==> config.mk <==
export PLATFORM = sky130hd
export DESIGN_NAME = axis_bram_writer
export DESIGN_NICKNAME = d
export VERILOG_FILES = /design/src/rtl/axis_bram_pkg.sv /design/src/rtl/axis_bram_writer.sv
export SDC_FILE = /design/constraint.sdc
export NUM_CORES = 1
export LEC_CHECK = 0
export CAP_MARGIN = 20
export CORE_UTILIZATION = 40
export DETAILED_ROUTE_END_ITERATION = 10
export PLACE_DENSITY = 0.77
export SLEW_MARGIN = 10
export SYNTH_ARGS = -nofsm -noshare
export SYNTH_HDL_FRONTEND = slang
export SYNTH_SLANG_ARGS = --single-unit
==> constraint.sdc <==
create_clock -name s_axis_aclk -period 2.1 [get_ports s_axis_aclk]
set_input_delay 0.21 -clock s_axis_aclk [delete_from_list [all_inputs] [get_ports s_axis_aclk]]
set_output_delay 0.21 -clock s_axis_aclk [all_outputs]
set_load 0.03 [all_outputs]
==> src/rtl/axis_bram_pkg.sv <==
// Shared definitions for the AXI read-burst to BRAM datapath.
// State encoding, default widths and the byte-lane helper used by the writer.
package axis_bram_pkg;

    localparam int AXIS_DATA_WIDTH_DEFAULT = 64;
    localparam int BRAM_ADDR_WIDTH_DEFAULT = 10;
    localparam int LEN_WIDTH_DEFAULT       = 10;

    typedef enum logic [1:0] {
        ST_IDLE  = 2'd0,
        ST_RECV  = 2'd1,
        ST_DRAIN = 2'd2,
        ST_DONE  = 2'd3
    } wr_state_t;

    function automatic int byte_lanes(input int data_width);
        return data_width / 8;
    endfunction

endpackage

==> src/rtl/axis_bram_writer.sv <==
// AXI4-Stream sink that writes each accepted beat into a BRAM port at
// consecutive word addresses, with capacity limit and overflow reporting.
module axis_bram_writer
    import axis_bram_pkg::*;
#(
    parameter int C_S_AXIS_DATA_WIDTH = AXIS_DATA_WIDTH_DEFAULT,
    parameter int C_BRAM_ADDR_WIDTH   = BRAM_ADDR_WIDTH_DEFAULT,
    parameter int C_LEN_WIDTH         = LEN_WIDTH_DEFAULT
) (
    input  logic                             s_axis_aclk,
    input  logic                             s_axis_areset,
    input  logic                             arm,
    input  logic [C_BRAM_ADDR_WIDTH-1:0]     base_addr,
    input  logic [C_LEN_WIDTH-1:0]           max_words,
    input  logic                             s_axis_tvalid,
    output logic                             s_axis_tready,
    input  logic [C_S_AXIS_DATA_WIDTH-1:0]   s_axis_tdata,
    input  logic                             s_axis_tlast,
    output logic                             bram_en,
    output logic [C_S_AXIS_DATA_WIDTH/8-1:0] bram_we,
    output logic [C_BRAM_ADDR_WIDTH-1:0]     bram_addr,
    output logic [C_S_AXIS_DATA_WIDTH-1:0]   bram_din,
    output logic                             busy,
    output logic                             done,
    output logic [C_LEN_WIDTH-1:0]           word_count,
    output logic                             overflow
);

    localparam int WE_W = byte_lanes(C_S_AXIS_DATA_WIDTH);

    wr_state_t                          state_q, state_d;
    logic [C_BRAM_ADDR_WIDTH-1:0]       base_q, base_d;
    logic [C_LEN_WIDTH-1:0]             max_q, max_d;
    logic [C_LEN_WIDTH-1:0]             word_count_q, word_count_d;
    logic                               overflow_q, overflow_d;
    logic                               tready_q, tready_d;
    logic                               busy_q, busy_d;
    logic                               done_q, done_d;
    logic                               bram_en_q, bram_en_d;
    logic [WE_W-1:0]                    bram_we_q, bram_we_d;
    logic [C_BRAM_ADDR_WIDTH-1:0]       bram_addr_q, bram_addr_d;
    logic [C_S_AXIS_DATA_WIDTH-1:0]     bram_din_q, bram_din_d;
    logic                               handshake_s;

    // tready is registered from the next state, so it always matches state_q
    assign handshake_s = s_axis_tvalid && tready_q;

    // Next-state and next-output computation for the transfer FSM
    always_comb begin
        state_d      = state_q;
        base_d       = base_q;
        max_d        = max_q;
        word_count_d = word_count_q;
        overflow_d   = overflow_q;
        bram_en_d    = 1'b0;
        bram_we_d    = '0;
        bram_addr_d  = bram_addr_q;
        bram_din_d   = bram_din_q;

        case (state_q)
            ST_IDLE: begin
                if (arm) begin
                    word_count_d = '0;
                    overflow_d   = 1'b0;
                    if (max_words != '0) begin
                        base_d  = base_addr;
                        max_d   = max_words;
                        state_d = ST_RECV;
                    end else begin
                        state_d = ST_DONE;
                    end
                end else begin
                    state_d = ST_IDLE;
                end
            end
            ST_RECV: begin
                if (handshake_s) begin
                    bram_en_d    = 1'b1;
                    bram_we_d    = '1;
                    bram_addr_d  = base_q + C_BRAM_ADDR_WIDTH'(word_count_q);
                    bram_din_d   = s_axis_tdata;
                    word_count_d = word_count_q + C_LEN_WIDTH'(1);
                    // tlast wins over capacity: an exact fit is not an overflow
                    if (s_axis_tlast) begin
                        state_d = ST_DONE;
                    end else if (word_count_q == max_q - C_LEN_WIDTH'(1)) begin
                        overflow_d = 1'b1;
                        state_d    = ST_DRAIN;
                    end else begin
                        state_d = ST_RECV;
                    end
                end else begin
                    state_d = ST_RECV;
                end
            end
            ST_DRAIN: begin
                if (handshake_s && s_axis_tlast) begin
                    state_d = ST_DONE;
                end else begin
                    state_d = ST_DRAIN;
                end
            end
            ST_DONE: begin
                state_d = ST_IDLE;
            end
            default: begin
                state_d = ST_IDLE;
            end
        endcase

        tready_d = (state_d == ST_RECV) || (state_d == ST_DRAIN);
        busy_d   = tready_d;
        done_d   = (state_d == ST_DONE);
    end

    // State and output registers; reset drops any write computed this cycle
    always_ff @(posedge s_axis_aclk) begin
        if (s_axis_areset) begin
            state_q      <= ST_IDLE;
            base_q       <= '0;
            max_q        <= '0;
            word_count_q <= '0;
            overflow_q   <= 1'b0;
            tready_q     <= 1'b0;
            busy_q       <= 1'b0;
            done_q       <= 1'b0;
            bram_en_q    <= 1'b0;
            bram_we_q    <= '0;
            bram_addr_q  <= '0;
            bram_din_q   <= '0;
        end else begin
            state_q      <= state_d;
            base_q       <= base_d;
            max_q        <= max_d;
            word_count_q <= word_count_d;
            overflow_q   <= overflow_d;
            tready_q     <= tready_d;
            busy_q       <= busy_d;
            done_q       <= done_d;
            bram_en_q    <= bram_en_d;
            bram_we_q    <= bram_we_d;
            bram_addr_q  <= bram_addr_d;
            bram_din_q   <= bram_din_d;
        end
    end

    assign s_axis_tready = tready_q;
    assign busy          = busy_q;
    assign done          = done_q;
    assign word_count    = word_count_q;
    assign overflow      = overflow_q;
    assign bram_en       = bram_en_q;
    assign bram_we       = bram_we_q;
    assign bram_addr     = bram_addr_q;
    assign bram_din      = bram_din_q;

endmodule

==> metrics.cfg, run 1 <==
[critical_path]
timing.rr.start=max_q[1]$_SDFFE_PP0P_
cpLargestDelayFamily=compound AO/OA/AOI/OAI gates
worst_setup_path_end_kind=flop
ordered_cell_list_for_the_critical_path=inv_2 -> ha_4 -> and3_1 -> o311a_1 -> o211ai_1 -> buf_4 -> nor4_4 -> nor2b_1 -> ha_2 -> nor2b_1
timing.critical_path.fanout_max=4
worst-r2r-cell-count=10
worst_setup_path_startpoint=max_q[1]$_SDFFE_PP0P_
endpoint=busy$_SDFF_PP0_
cp_data_arrival_time_ns=2.46
total_buffers_and_inverters_traversed_by_the_critical_path=2
crit_type=flop to flop
cp.required_ns=2.32
crit_reg_reg_endpoint=busy$_SDFF_PP0_
timing.critical_path.slowest_stage_cell=dfxtp_2
critPathMaxStageDelay_ns=0.34
critical_path.most_common_cell=nor2b_1
rrSetupSlack_ns=-0.14
worstSetupStartpointType=flop
path_depth=10

[die]
std_cell_rows=39
io-pin-count=186
die_area_um2=12490
core-area_um2=11560
fp.dieW_um=111.8
die_y_um=111.8
initial_utilization_pct=41.69

[placement]
place.detailed.instances=897
placed_area_um2=6977
port_buffers=185
final_wtd_congestion=0.9047
dp_slack_ns=-0.1794
dp_hpwl_um=10430

[finish]
fin_util_pct=64.02
fraction_of_layout_instances_using_a_drive_strength_above_1_pct=13.61
instances_no_fill=922
n_antenna_cell=0
multi_input_comb_area_um2=2427
synthToLayoutAreaGrowth_pct=53.57
seqCellArea_um2=2218
fillers=965
nets_final=876
postLayoutCellArea_um2=7403

[logic_synthesis]
synthArstFlopShare_pct=0
yosys.area.top_type=dfxtp_1
post-synth-top-count-cell=nand2_1
synth_cells=573
avg_synthesized_cell_area_um2=8.413
synth_commonest_cells=148 x nand2_1, 110 x dfxtp_1, 79 x a21oi_1, 43 x nor2_1, 21 x clkbuf_1
yosys_register_bits=110
post-synth-top-area-fraction_pct=45.68
post_synth_main_area_contributors=dfxtp_1 46%, nand2_1 12%, a21oi_1 8.2%
synth-edff-count=0
yosys.cell_types.count=59
syn_area_um2=4821
yosys_most_used_dff=dfxtp_1
yosysWarnings=0
synth_seq_area_share_pct=45.68
post_synthesis_net_count=675

[timing]
clock-skew-final_ns=0.007259
fin_hold_ws_ns=0.2819
final-hold-violation-count=0
final.setup.worst_slack_ns=-0.1352
tightestPinTransition_ns=0.4993
setup_viol=1
period_needed_ns=2.235
rsz0062_at_grt=yes
slew_viol_final=0
min_period_over_period_pct=106.4
timing.setup.tns_ns=-0.1352
max_slew_margin_pct=66.53
clock.fmax_mhz=447.4

[status]
outcome=finished, violations left
violated_checks=DRC, setup timing

[route]
route.detailed.wl_per_inst_um=15.16
drt_drc_violations_left=14
initial_drt_pass_iterations=8
vias_per_cell=5.055
drt_first_iter_violations=297
final_antenna_net_count=0
detail_route.wirelength_um=13980
route.vias.total=4661

[grt]
grt_overflow=0
grt_max_degree=67
grt_pass1_vias=4551
grt_antenna_before_repair=0
global_route_wire_length_before_repair_um=22340
track_usage_pct=22.54

[clocking]
clkSlewWorstSetupHoldPaths_ns=0.07
cts-root-buf=clkbuf_16
insertion_delay_ns=0.35
cts_tree=done
numCtsBuffers=9
cts_max_path_buffers=2
cts_max_level=3
cts_num_sinks=110

[pwr]
cellPowerDensity_nw_per_um2=619.0
pleak_nw=2.714
vdd_ir_drop_max_mv=0.4671
post_route_total_power_mw=4.583

[hold_path]
timing.hold.worst.class=input port to flop

[run]
drv.max_cap_violation_count=0

-- sequential cells by signal (all words and copies together) (netlist names), 2 cells and up --
signal and flops:
base_q 10, bram_addr 10, bram_din 64, max_q 10, state_q 2, word_count 10
-- layout make-up --
type | count | share of cell area [%]
clock buffers | 9 | 3.042
clock inverters | 7 | 0.7436
inverters | 6 | 0.3042
multi-input cells | 414 | 32.79
flip-flops and latches | 110 | 29.96
well taps | 143 | 2.417
repair buffers | 233 | 30.74
-- layout by cell type, fill, tap and decap left out, drive strengths merged, types with 11 or more instances in the layout --
cell type	instances
nand2	148
ha	12
buf	49
xnor2	12
nor2	44
clkdlybuf4s50	184
o21ai	11
a21oi	79
xor2	12
mux2i	16
dfxtp	110
-- where the power goes --
part | internal (mW) | switching, mW
logic | 0.405 | 0.352
clock network | 0.820 | 0.804
registers | 2.15 | 0.0538
-- worst min path at each step --
| stage | startpoint | to | slack [ns] | cells past startpoint |
|---|---|---|---|---|
| 2_1_floorplan | s_axis_tlast | overflow$_SDFFE_PP0P_ | 0.31 | 1 |
| 3_3_place_gp | bram_din[56]$_SDFFE_PP0P_ | bram_din[56]$_SDFFE_PP0P_ | 0.44 | 2 |
| 3_5_place_dp | bram_din[23]$_SDFFE_PP0P_ | bram_din[23]$_SDFFE_PP0P_ | 0.45 | 2 |
| 4_1_cts | s_axis_areset | base_q[5]$_SDFFE_PP0P_ | 0.26 | 2 |
| 5_1_grt | s_axis_areset | max_q[1]$_SDFFE_PP0P_ | 0.29 | 2 |
| 6_report | s_axis_areset | max_q[7]$_SDFFE_PP0P_ | 0.28 | 2 |
-- cells by family (layout without fill, tap and decap cells) --
| logic type | after synthesis | in the layout | share of synthesized area [%] |
|---|---|---|---|
| flip-flops | 110 | 110 | 45.68 |
| AO/OA/AOI/OAI | 116 | 116 | 14.22 |
| XOR/XNOR | 24 | 24 | 4.360 |
| adder cells (fa/ha/maj) | 13 | 13 | 3.530 |
| AND/OR/NAND/NOR | 245 | 245 | 23.44 |
| multiplexers | 16 | 16 | 3.322 |
| buffers and inverters | 49 | 255 | 5.450 |
-- routing by layer --
| layer | part of all wire [%] | up-vias | GRT usage [%] |
|---|---|---|---|
| li1 | - | 2323 | - |
| met1 | 42 | 2153 | 26.82 |
| met2 | 49 | 153 | 39.01 |
| met3 | 6.0 | 32 | 3.756 |
| met4 | 3.4 | 0 | 11.62 |
| met5 | 0 | - | 0 |
-- timing repair --
item,4_1_cts,5_1_grt
setup buffers,7,2
gates resized for setup,11,12
hold buffers,0,0
pin swaps,9,3
endpoints found under the hold margin,0,0
endpoints found under the setup margin,2,4
(Power assumes the default switching activity.)
==> run 2: changes to the inputs <==
--- a/config.mk
+++ b/config.mk
@@ -8,7 +8,7 @@
 export CAP_MARGIN = 20
 export CORE_UTILIZATION = 40
 export DETAILED_ROUTE_END_ITERATION = 10
-export PLACE_DENSITY = 0.77
+export PLACE_DENSITY = 0.74
 export SLEW_MARGIN = 10
 export SYNTH_ARGS = -nofsm -noshare
 export SYNTH_HDL_FRONTEND = slang
==> run 2 against run 1 <==
Against the previous run:
- the run still ends with DRC, setup timing left
- utilization rose by 0.27 points
- register-to-register slack gained 0.04 ns
- sequential power barely moved
- flip-flop and latch count stayed put
- largest cell class unchanged
- largest power group unchanged
- critical path depth decreased by 2
- cell area increased by 0.42%
==> metrics.cfg, run 2 (synthesized netlist as in run 1, its figures left out) <==
[finish]
seqCellArea_um2=2217  ; was 2218 um2
n_antenna_cell=0  ; unchanged
fillers=1004  ; was 965
final_cell_mix=184 x clkdlybuf4s50_1, 147 x nand2_1, 98 x dfxtp_1, 79 x a21oi_1, 47 x buf_4  ; was 184 x clkdlybuf4s50_1, 148 x nand2_1, 97 x dfxtp_1, 78 x a21oi_1, 43 x buf_4
largest_register_ff_count=64  ; unchanged
nets_final=878  ; was 876
layout_commonest_cell=clkdlybuf4s50_1  ; unchanged
synthToLayoutAreaGrowth_pct=54.22  ; was 53.57%
fraction_of_layout_instances_using_a_drive_strength_above_1_pct=14.21  ; was 13.61%
multi_input_comb_area_um2=2476  ; was 2427 um2

[clocking]
clkSlewWorstSetupHoldPaths_ns=0.07  ; about the same
numCtsBuffers=9  ; unchanged
ctsHoldBuffers=0  ; unchanged
cts-root-buf=clkbuf_16  ; unchanged
insertion_delay_ns=0.35  ; about the same
cts_max_path_buffers=2  ; unchanged
cts_tree=done  ; unchanged
cts_num_sinks=110  ; unchanged
cts_max_level=3  ; unchanged

[critical_path]
cp.required_ns=2.32  ; about the same
critical_path.most_common_cell=nor4_4  ; was nor2b_1
rrSetupSlack_ns=-0.09  ; was -0.14 ns
worstSetupStartpointType=flop  ; unchanged
crit_type=flop to flop  ; unchanged
timing.rr.start=max_q[5]$_SDFFE_PP0P_  ; was max_q[1]$_SDFFE_PP0P_
cp_data_arrival_time_ns=2.41  ; was 2.46 ns
critPathMaxStageDelay_ns=0.38  ; was 0.34 ns
ordered_cell_list_for_the_critical_path=nor4_4 -> nand2_2 -> o311ai_4 -> o22ai_4 -> nor4_4 -> nor2b_1 -> ha_2 -> nor2b_4  ; was inv_2 -> ha_4 -> and3_1 -> o311a_1 -> o211ai_1 -> buf_4 -> nor4_4 -> nor2b_1 -> ha_2 -> nor2b_1
worst-r2r-cell-count=8  ; was 10
timing.critical_path.slowest_stage_cell=dfxtp_2  ; unchanged
worst_setup_path_end_kind=flop  ; unchanged
crit_reg_reg_endpoint=busy$_SDFF_PP0_  ; unchanged
worst_setup_path_startpoint=max_q[5]$_SDFFE_PP0P_  ; was max_q[1]$_SDFFE_PP0P_
timing.critical_path.fanout_max=8  ; was 4
endpoint=busy$_SDFF_PP0_  ; unchanged

[timing]
setup_viol=2  ; was 1
max_slew_margin_pct=60.57  ; was 66.53%
fin_hold_ws_ns=0.3358  ; was 0.2819 ns
clock-skew-final_ns=0.008662  ; was 0.007259 ns
rsz0062_at_grt=yes  ; unchanged
slew_viol_final=0  ; unchanged
min_period_over_period_pct=104.4  ; was 106.4%
final-hold-violation-count=0  ; unchanged
tightestPinTransition_ns=0.5915  ; was 0.4993 ns
period_needed_ns=2.193  ; was 2.235 ns
final.setup.worst_slack_ns=-0.09328  ; was -0.1352 ns
clock.fmax_mhz=455.9  ; was 447.4 MHz

[hold_path]
timing.hold.worst.class=input port to flop  ; unchanged

[route]
detail_route.wirelength_um=14000  ; was 13,980 um
route.detailed.wl_per_inst_um=15.15  ; was 15.16 um
initial_drt_pass_iterations=10  ; was 8
drt_first_iter_violations=297  ; unchanged
vias_per_cell=5.024  ; was 5.055
final_antenna_net_count=0  ; unchanged
drt_drc_violations_left=14  ; unchanged
route.vias.total=4642  ; was 4,661

[grt]
global_route_wire_length_before_repair_um=22320  ; was 22,340 um
grt_antenna_before_repair=0  ; unchanged
track_usage_pct=22.27  ; was 22.54%
grt_max_degree=75  ; was 67
grt_overflow=0  ; unchanged
grt_pass1_vias=4634  ; was 4,551

[placement]
final_wtd_congestion=0.8649  ; was 0.9047
port_buffers=185  ; unchanged
dp_hpwl_um=10290  ; was 10,430 um

[die]
initial_utilization_pct=41.69  ; unchanged
fp.dieW_um=111.8  ; unchanged
die_area_um2=12490  ; unchanged
io-pin-count=186  ; unchanged
std_cell_rows=39  ; unchanged
core-area_um2=11560  ; unchanged
die_y_um=111.8  ; unchanged

[pwr]
internal-power_mw=3.379  ; was 3.373 mW
sw_frac_of_total_pct=26.34  ; was 26.39%
power_switching_mw=1.208  ; was 1.210 mW
sequentialPowerShare_pct=48.0  ; was 48.1%
cellPowerDensity_nw_per_um2=617.1  ; was 619.0 nW/um2
vdd_ir_drop_max_mv=0.3809  ; was 0.4671 mV
portion_of_total_power_attributed_to_the_clock_network_pct=35.5  ; was 35.4%
pleak_nw=2.715  ; was 2.714 nW
post_route_total_power_mw=4.588  ; was 4.583 mW
power.share.combinational_pct=16.5  ; about the same

[status]
violated_checks=DRC, setup timing  ; unchanged
outcome=finished, violations left  ; unchanged

[run]
drv.max_cap_violation_count=0  ; unchanged

## run 2: worst max-delay path, delay by kind of cell (launching register included)
kind / cells / cell delay [ns]
AND/OR/NAND/NOR: 5 / 0.96
flip-flops: 1 / 0.38
adder cells (fa/ha/maj): 1 / 0.28
AO/OA/AOI/OAI: 2 / 0.45
## run 2: layer usage
| metal | routed length [um] | vias up | track usage [%] |
|---|---|---|---|
| met5 | 0 | - | 0 |
| met4 | 386 | 0 | 9.730 |
| met3 | 733 | 27 | 3.865 |
| met2 | 7064 | 135 | 38.84 |
| met1 | 5812 | 2159 | 26.84 |
| li1 | - | 2321 | - |
## run 2: worst min-delay path by stage
stage	startpoint	to	slack [ns]	depth (start not counted)
finish	s_axis_areset	max_q[6]$_SDFFE_PP0P_	0.34	2
CTS	s_axis_areset	max_q[6]$_SDFFE_PP0P_	0.33	2
global placement	bram_din[52]$_SDFFE_PP0P_	bram_din[52]$_SDFFE_PP0P_	0.44	2
global route	s_axis_areset	max_q[3]$_SDFFE_PP0P_	0.35	2
detailed placement	bram_din[55]$_SDFFE_PP0P_	bram_din[55]$_SDFFE_PP0P_	0.45	2
floorplan	s_axis_tlast	overflow$_SDFFE_PP0P_	0.31	1
## run 2: power by group through the flow
stage	logic (mW)	clock network [mW]	registers (mW)
5_1_grt	0.814	1.77	2.21
4_1_cts	0.715	1.67	2.20
3_5_place_dp	0.701	0	2.25
2_1_floorplan	0.297	0	2.30
6_report	0.756	1.63	2.20
3_3_place_gp	0.688	0	2.24
## run 2: stage by stage
step	cells	TNS, ns	worst slack [ns]	utilization, %	cell area (um2)
2_1_floorplan	573	-0.01286	-0.01286	-	4832
3_3_place_gp	898	-0.2072	-0.1686	60.07	6947
3_5_place_dp	898	-1.266	-0.2179	60.07	6947
4_1_cts	920	-0.07461	-0.07461	63.15	7303
5_1_grt	924	-0.4183	-0.1985	64.29	7435
6_report	924	-0.1010	-0.09328	64.29	7435
## run 2: final cells by class
class,count,share of cell area [%]
Multi-Input combinational cell,414,33.31
Timing Repair Buffer,235,30.36
Sequential cell,110,29.82
Clock buffer,10,3.080
Tap cell,143,2.407
Clock inverter,6,0.7237
Inverter,6,0.3029
## run 2: timing repair
action | in CTS | in global routing
endpoints found under the setup margin | 2 | 7
gates resized for setup | 9 | 21
setup buffers | 6 | 4
pin swaps | 9 | 9
